File: config.mk
export PLATFORM = sky130hd
export DESIGN_NAME = cache_trace_driver_flat
export DESIGN_NICKNAME = d
export VERILOG_FILES = /design/src/rtl/cache_trace_driver_if.sv /design/src/rtl/cache_trace_driver.sv /design/src/flat_wrapper.sv
export SDC_FILE = /design/constraint.sdc
export NUM_CORES = 1
export LEC_CHECK = 0
export BUFFER_PORTS_ARGS = -buffer_cell sky130_fd_sc_hd__buf_2
export CAP_MARGIN = 20
export CORE_MARGIN = 5
export CORE_UTILIZATION = 41
export DETAILED_ROUTE_END_ITERATION = 6
export GPL_ROUTABILITY_DRIVEN = 0
export PLACE_DENSITY = 0.74
export SLEW_MARGIN = 20
export SYNTH_ARGS = -nofsm -noshare
export SYNTH_HDL_FRONTEND = slang
export SYNTH_SLANG_ARGS = --single-unit
export TNS_END_PERCENT = 1
File: constraint.sdc
create_clock -name clk -period 3 [get_ports clk]
set_clock_uncertainty 0.2 [all_clocks]
set_input_delay 0.75 -clock clk [delete_from_list [all_inputs] [get_ports clk]]
set_output_delay 0.75 -clock clk [all_outputs]
set_load 0.01 [all_outputs]
File: src/rtl/cache_trace_driver_if.sv
// rtl/cache_trace_driver_if.sv - request/response bundle between the trace driver and the data cache
interface cache_trace_driver_if #(
  parameter int ADDRESSL = 15,
  parameter int WORD     = 32
);
  logic                req;
  logic [ADDRESSL-1:0] address;
  logic                ready;
  logic [WORD-1:0]     dataIn;
  logic [ADDRESSL-1:0] numOfHits;

  // The trace driver issues requests and consumes the cache's response and hit count.
  modport master (
    output req,
    output address,
    input  ready,
    input  dataIn,
    input  numOfHits
  );

  // The cache side answers requests and reports its running hit count.
  modport slave (
    input  req,
    input  address,
    output ready,
    output dataIn,
    output numOfHits
  );
endinterface

File: src/rtl/cache_trace_driver.sv
// rtl/cache_trace_driver.sv - linear address trace sequencer with checksum and hit-count capture
module cache_trace_driver #(
  parameter int ADDRESSL     = 15,
  parameter int WORD         = 32,
  parameter int START_ADR    = 1024,
  parameter int NUM_ACCESSES = 8192,
  parameter int TIMEOUT      = 255
) (
  input  logic                  clk,
  input  logic                  rst,
  input  logic                  start,
  cache_trace_driver_if.master  cache,
  output logic                  busy,
  output logic                  done,
  output logic                  timeoutErr,
  output logic [ADDRESSL:0]     accessCount,
  output logic [WORD-1:0]       checksum,
  output logic [ADDRESSL-1:0]   hitsLatched
);

  // First address of the trace, truncated to the address width.
  localparam logic [ADDRESSL-1:0] START_VAL = ADDRESSL'(START_ADR);
  // Access count that ends a run; one extra bit so 2^ADDRESSL fits.
  localparam logic [ADDRESSL:0]   LAST_CNT  = (ADDRESSL+1)'(NUM_ACCESSES);
  // The wait counter starts at 0 in the first WAIT cycle, so the abort fires
  // on the TIMEOUT-th consecutive WAIT cycle without ready.
  localparam logic [7:0]          WAIT_LAST = 8'(TIMEOUT - 1);

  typedef enum logic [2:0] {
    S_IDLE,
    S_ISSUE,
    S_WAIT,
    S_NEXT,
    S_DONE
  } state_t;

  state_t              state_q;
  state_t              state_d;

  logic [ADDRESSL-1:0] addr_q;
  logic [ADDRESSL:0]   acnt_q;
  logic [WORD-1:0]     csum_q;
  logic                terr_q;
  logic [ADDRESSL-1:0] hits_q;
  logic [7:0]          wait_cnt_q;

  logic                load_run;
  logic                take_word;
  logic                timeout_hit;
  logic                step_addr;
  logic                enter_done;
  logic                wait_miss;

  // State register; reset dominates every other input, including mid-run.
  always_ff @(posedge clk) begin
    if (rst) begin
      state_q <= S_IDLE;
    end else begin
      state_q <= state_d;
    end
  end

  // Next-state decode plus the one-cycle strobes that steer the datapath.
  always_comb begin
    state_d     = state_q;
    load_run    = 1'b0;
    take_word   = 1'b0;
    timeout_hit = 1'b0;
    step_addr   = 1'b0;
    enter_done  = 1'b0;
    wait_miss   = 1'b0;
    case (state_q)
      S_IDLE, S_DONE: begin
        if (start) begin
          load_run = 1'b1;
          state_d  = S_ISSUE;
        end
      end
      S_ISSUE: begin
        state_d = S_WAIT;
      end
      S_WAIT: begin
        if (cache.ready) begin
          take_word = 1'b1;
          state_d   = S_NEXT;
        end else if (wait_cnt_q == WAIT_LAST) begin
          timeout_hit = 1'b1;
          enter_done  = 1'b1;
          state_d     = S_DONE;
        end else begin
          wait_miss = 1'b1;
        end
      end
      S_NEXT: begin
        if (acnt_q == LAST_CNT) begin
          enter_done = 1'b1;
          state_d    = S_DONE;
        end else begin
          step_addr = 1'b1;
          state_d   = S_ISSUE;
        end
      end
      default: begin
        state_d = S_IDLE;
      end
    endcase
  end

  // Trace address: loaded at run start, advanced between accesses, wraps naturally.
  always_ff @(posedge clk) begin
    if (rst) begin
      addr_q <= '0;
    end else if (load_run) begin
      addr_q <= START_VAL;
    end else if (step_addr) begin
      addr_q <= addr_q + 1'b1;
    end
  end

  // Completed-access counter and running checksum; carry out of the sum is dropped.
  always_ff @(posedge clk) begin
    if (rst) begin
      acnt_q <= '0;
      csum_q <= '0;
    end else if (load_run) begin
      acnt_q <= '0;
      csum_q <= '0;
    end else if (take_word) begin
      acnt_q <= acnt_q + 1'b1;
      csum_q <= csum_q + cache.dataIn;
    end
  end

  // Ready wait counter: cleared while the request is out, counts idle WAIT cycles.
  always_ff @(posedge clk) begin
    if (rst) begin
      wait_cnt_q <= '0;
    end else if (state_q == S_ISSUE) begin
      wait_cnt_q <= '0;
    end else if (wait_miss) begin
      wait_cnt_q <= wait_cnt_q + 1'b1;
    end
  end

  // Abort flag: set when the cache never answers, cleared by the next run.
  always_ff @(posedge clk) begin
    if (rst) begin
      terr_q <= 1'b0;
    end else if (load_run) begin
      terr_q <= 1'b0;
    end else if (timeout_hit) begin
      terr_q <= 1'b1;
    end
  end

  // Snapshot of the cache hit counter taken on every entry to DONE.
  always_ff @(posedge clk) begin
    if (rst) begin
      hits_q <= '0;
    end else if (enter_done) begin
      hits_q <= cache.numOfHits;
    end
  end

  assign cache.req     = (state_q == S_ISSUE);
  assign cache.address = addr_q;
  assign busy          = (state_q == S_ISSUE) || (state_q == S_WAIT) || (state_q == S_NEXT);
  assign done          = (state_q == S_DONE);
  assign timeoutErr    = terr_q;
  assign accessCount   = acnt_q;
  assign checksum      = csum_q;
  assign hitsLatched   = hits_q;

endmodule

File: src/flat_wrapper.sv
// flat-port wrapper written by rule: the top's interface ports become plain ports
module cache_trace_driver_flat 
#(
  parameter int ADDRESSL     = 15,
  parameter int WORD         = 32,
  parameter int START_ADR    = 1024,
  parameter int NUM_ACCESSES = 8192,
  parameter int TIMEOUT      = 255
)
  (clk, rst, start, busy, done, timeoutErr, accessCount, checksum, hitsLatched, cache_req, cache_address, cache_ready, cache_dataIn, cache_numOfHits);
  cache_trace_driver_if #(.ADDRESSL(ADDRESSL), .WORD(WORD)) cache_i ();
  input  logic clk;
  input  logic rst;
  input  logic start;
  output logic busy;
  output logic done;
  output logic timeoutErr;
  output logic [ADDRESSL:0] accessCount;
  output logic [WORD-1:0] checksum;
  output logic [ADDRESSL-1:0] hitsLatched;
  output wire logic [$bits(cache_i.req)-1:0] cache_req;
  output wire logic [$bits(cache_i.address)-1:0] cache_address;
  input wire logic [$bits(cache_i.ready)-1:0] cache_ready;
  input wire logic [$bits(cache_i.dataIn)-1:0] cache_dataIn;
  input wire logic [$bits(cache_i.numOfHits)-1:0] cache_numOfHits;
  assign cache_req = cache_i.req;
  assign cache_address = cache_i.address;
  assign cache_i.ready = cache_ready;
  assign cache_i.dataIn = cache_dataIn;
  assign cache_i.numOfHits = cache_numOfHits;
  cache_trace_driver #(.ADDRESSL(ADDRESSL), .WORD(WORD), .START_ADR(START_ADR), .NUM_ACCESSES(NUM_ACCESSES), .TIMEOUT(TIMEOUT)) u_core (.clk(clk), .rst(rst), .start(start), .cache(cache_i), .busy(busy), .done(done), .timeoutErr(timeoutErr), .accessCount(accessCount), .checksum(checksum), .hitsLatched(hitsLatched));
endmodule
==> out/results.txt <==
Status -> finished clean
Synth area leaders -> dfxtp_1 33%, ha_1 8.3%, nor2_1 5.6%, xor2_1 4.9%, nand2_1 4.6%
Pwr/cell area -> 419 mW/mm^2
Worst R2R Path Depth -> 10
Post-synth top cells -> 90 x dfxtp_1, 81 x nor2_1, 66 x nand2_1
Hold Buf Count CTS -> 0
Setup TNS -> 0 ns
Mux share of post-synthesis cell area -> 3.33%
Gate Count Post-Synth -> 656
Fmax -> 0.336 GHz
Reg-to-reg startpoint -> u_core.checksum[0]
Share of layout cells above drive strength 1 -> 26.3%
Nets@finish -> 902
Most frequent cell after synthesis -> dfxtp_1
Setup violations, final -> 0
Clk buf depth -> 2
Die H -> 125 um
Post-route DRC -> 0
Design area -> 0.00687 mm^2
Worst vdd ir -> 0.264 mV
# IOs -> 133
Largest family of logic cells by synthesized area -> simple AND/OR/NAND/NOR gates
Tcrit/Tclk final -> 99.2%
Synth unique cells -> 69
FF-to-FF setup slack -> 0.17 ns
Final Hold Viols -> 0
Post-synth design cell area -> 0.00540 mm^2
Fin crit period -> 2.97 ns
Row count -> 42
First-pass GRT wire length -> 24,400 um
CTS tree -> done
Worst r2r dst -> u_core.checksum[22]
FFs w/ async S/R, synth -> 0%
Compound-cell area share of the yosys netlist -> 19.2%
Vias in the first global route -> 5,072
Die W -> 125 um
Largest net degree at the start of global routing -> 25
Yosys synthesis warning count -> 0
Iter 0 DRT Violations -> 311
Synth-to-Final Area Change -> 27.1%
Crit Path Category -> in -> reg
Area leader, netlist -> dfxtp_1
#FFs+latches synth -> 90
DR vias -> 5,313
Synthesized net count -> 744
Num Clock Sinks -> 90
Ant. Diodes -> 0
Pins Over Slew Limit -> 0
Hold worst-path end -> u_core.checksum[6]
Pre-Repair DR Iteration Count -> 5
Leak Pwr -> 3.33 nW
Worst relative slew slack -> 33.6%
Post-DP HPWL -> 11,200 um
Hold wc startpoint -> u_core.checksum[6]
CP arrival -> 3.00 ns
Final Util -> 52.5%
EDFF count, synth -> 0
Final wirelength -> 14,700 um
Slew @ Worst Pin -> 0.994 ns
Maxcap violations -> 0
Post-Synth XOR/XNOR Area -> 7.30%
Cell count after placement -> 976
Total power draw -> 0.00288 W
Wirelength per Cell -> 14.7 um
Port Buf Inserts -> 132
Final non-filler cell total -> 995
Adder-Cell Fraction of Synth Area -> 8.71%
Clk pin slew, worst setup/hold paths -> 0.07 ns
CP required -> 3.03 ns
Initial antenna violation count -> 0
Worst setup SP type -> input pin
Worst Setup End Kind -> register
Worst-skew pair later-pin latency -> 0.34 ns
Die area -> 0.0156 mm^2
Top_reg_cell synth -> dfxtp_1
Clk root buf -> clkbuf_16
RSZ-0062 raised after global routing -> true
Global Route Usage Sum -> 18.6%
Simple-Gate Fraction of Synth Area -> 25.2%
Dpl cell area -> 0.00647 mm^2
Core box area -> 0.0131 mm^2
Post-DRT Antenna Nets -> 0
Worst Hold Depth -> 2
Worst-path fanout max -> 3
Avg Inst Size Synth -> 8.24 um^2
Remaining Overflow, GRT -> 0
CTS Buf Count -> 9
Hold WC Path Type -> reg -> reg
Average vias per placed instance -> 5.34
Initial Utilization -> 41.3%
H-tree depth -> 3
Post-synthesis sequential area ratio -> 33.3%
Yosys top cell area share -> 33.3%
==> per-stage QoR <==
step / hold slack, ns / setup WS (ns)
detailed placement: 0.268 / -0.327
floorplan: 0.259 / 0.000546
CTS: 0.278 / 0.0714
finish: 0.272 / 0.0254
global route: 0.291 / -0.0694
global placement: 0.256 / -0.236
==> how the worst max path moves through the flow <==
stage                          from                  end  slack [ns]  depth (start not counted)
finish              cache_dataIn[0]  u_core.checksum[22]        0.03                         11
floorplan           cache_dataIn[0]  u_core.checksum[22]      0.0005                          9
global placement    cache_dataIn[0]  u_core.checksum[20]       -0.24                         10
CTS                 cache_dataIn[0]  u_core.checksum[20]        0.07                         10
detailed placement  cache_dataIn[0]  u_core.checksum[20]       -0.33                         10
global route        cache_dataIn[0]  u_core.checksum[22]       -0.07                         11
==> power breakdown <==
group | switching (W) | internal [W]
clock | 0.000511 | 0.000765
sequential | 0.0000182 | 0.00121
combinational | 0.000219 | 0.000154
==> cells by family (layout without fill, tap and decap cells) <==
logic type | after synthesis | count (layout)
AO/OA/AOI/OAI | 152 | 152
XOR/XNOR | 45 | 45
adder cells (fa/ha/maj) | 37 | 37
buffers and inverters | 39 | 202
flip-flops | 90 | 90
multiplexers | 18 | 18
AND/OR/NAND/NOR | 275 | 275
==> what timing repair did <==
action | 4_1_cts | 5_1_grt
gates cloned | 0 | 0
pin swaps | 0 | 8
gates resized for setup | 1 | 4
buffers inserted | 0 | 3
setup endpoints to repair | 1 | 3
==> registers in the layout, summed over array words and instances, names as in the netlist <==
signal                count
u_core.accessCount       16
u_core.cache.address     15
u_core.checksum          32
u_core.hitsLatched       15
u_core.state_q            3
u_core.timeoutErr         1
u_core.wait_cnt_q         8
==> placed cells by master (no fill, tap or decap), types with 13 or more instances in the layout <==
master,instances
a21oi_1,49
and3_1,17
buf_2,131
buf_4,41
dfxtp_1,90
ha_1,35
inv_1,13
mux2i_1,18
nand2_1,66
nand3_1,34
nand4_1,14
nor2_1,81
o21ai_0,20
xnor2_1,15
xor2_1,30
==> worst max-delay path, cell delays in order <==
cell and delay [ns]:
buf_6 0.10, ha_4 0.15, fa_2 0.37, a211oi_4 0.29
buf_4 0.17, o41ai_4 0.06, a221o_1 0.30, a21o_1 0.21
a311oi_2 0.29, nor3_1 0.09, a211o_1 0.22
==> final cells by class <==
class | count | area, um^2
inverter | 13 | 48.8
tap | 176 | 220
multi-input combinational | 527 | 3490
clock buffer | 10 | 239
fill | 1219 | 6220
clock inverter | 6 | 96.3
timing repair buffer | 173 | 975
sequential | 90 | 1800
==> routing by layer <==
metal  wire, um  global-route usage [%]  share of wire (%)
met5          0                       0                  0
met4        392                    7.61                2.7
met3        791                    2.83                5.4
met2       6760                    30.0                 46
met1       6730                    24.8                 46
(Power assumes the default switching activity.)
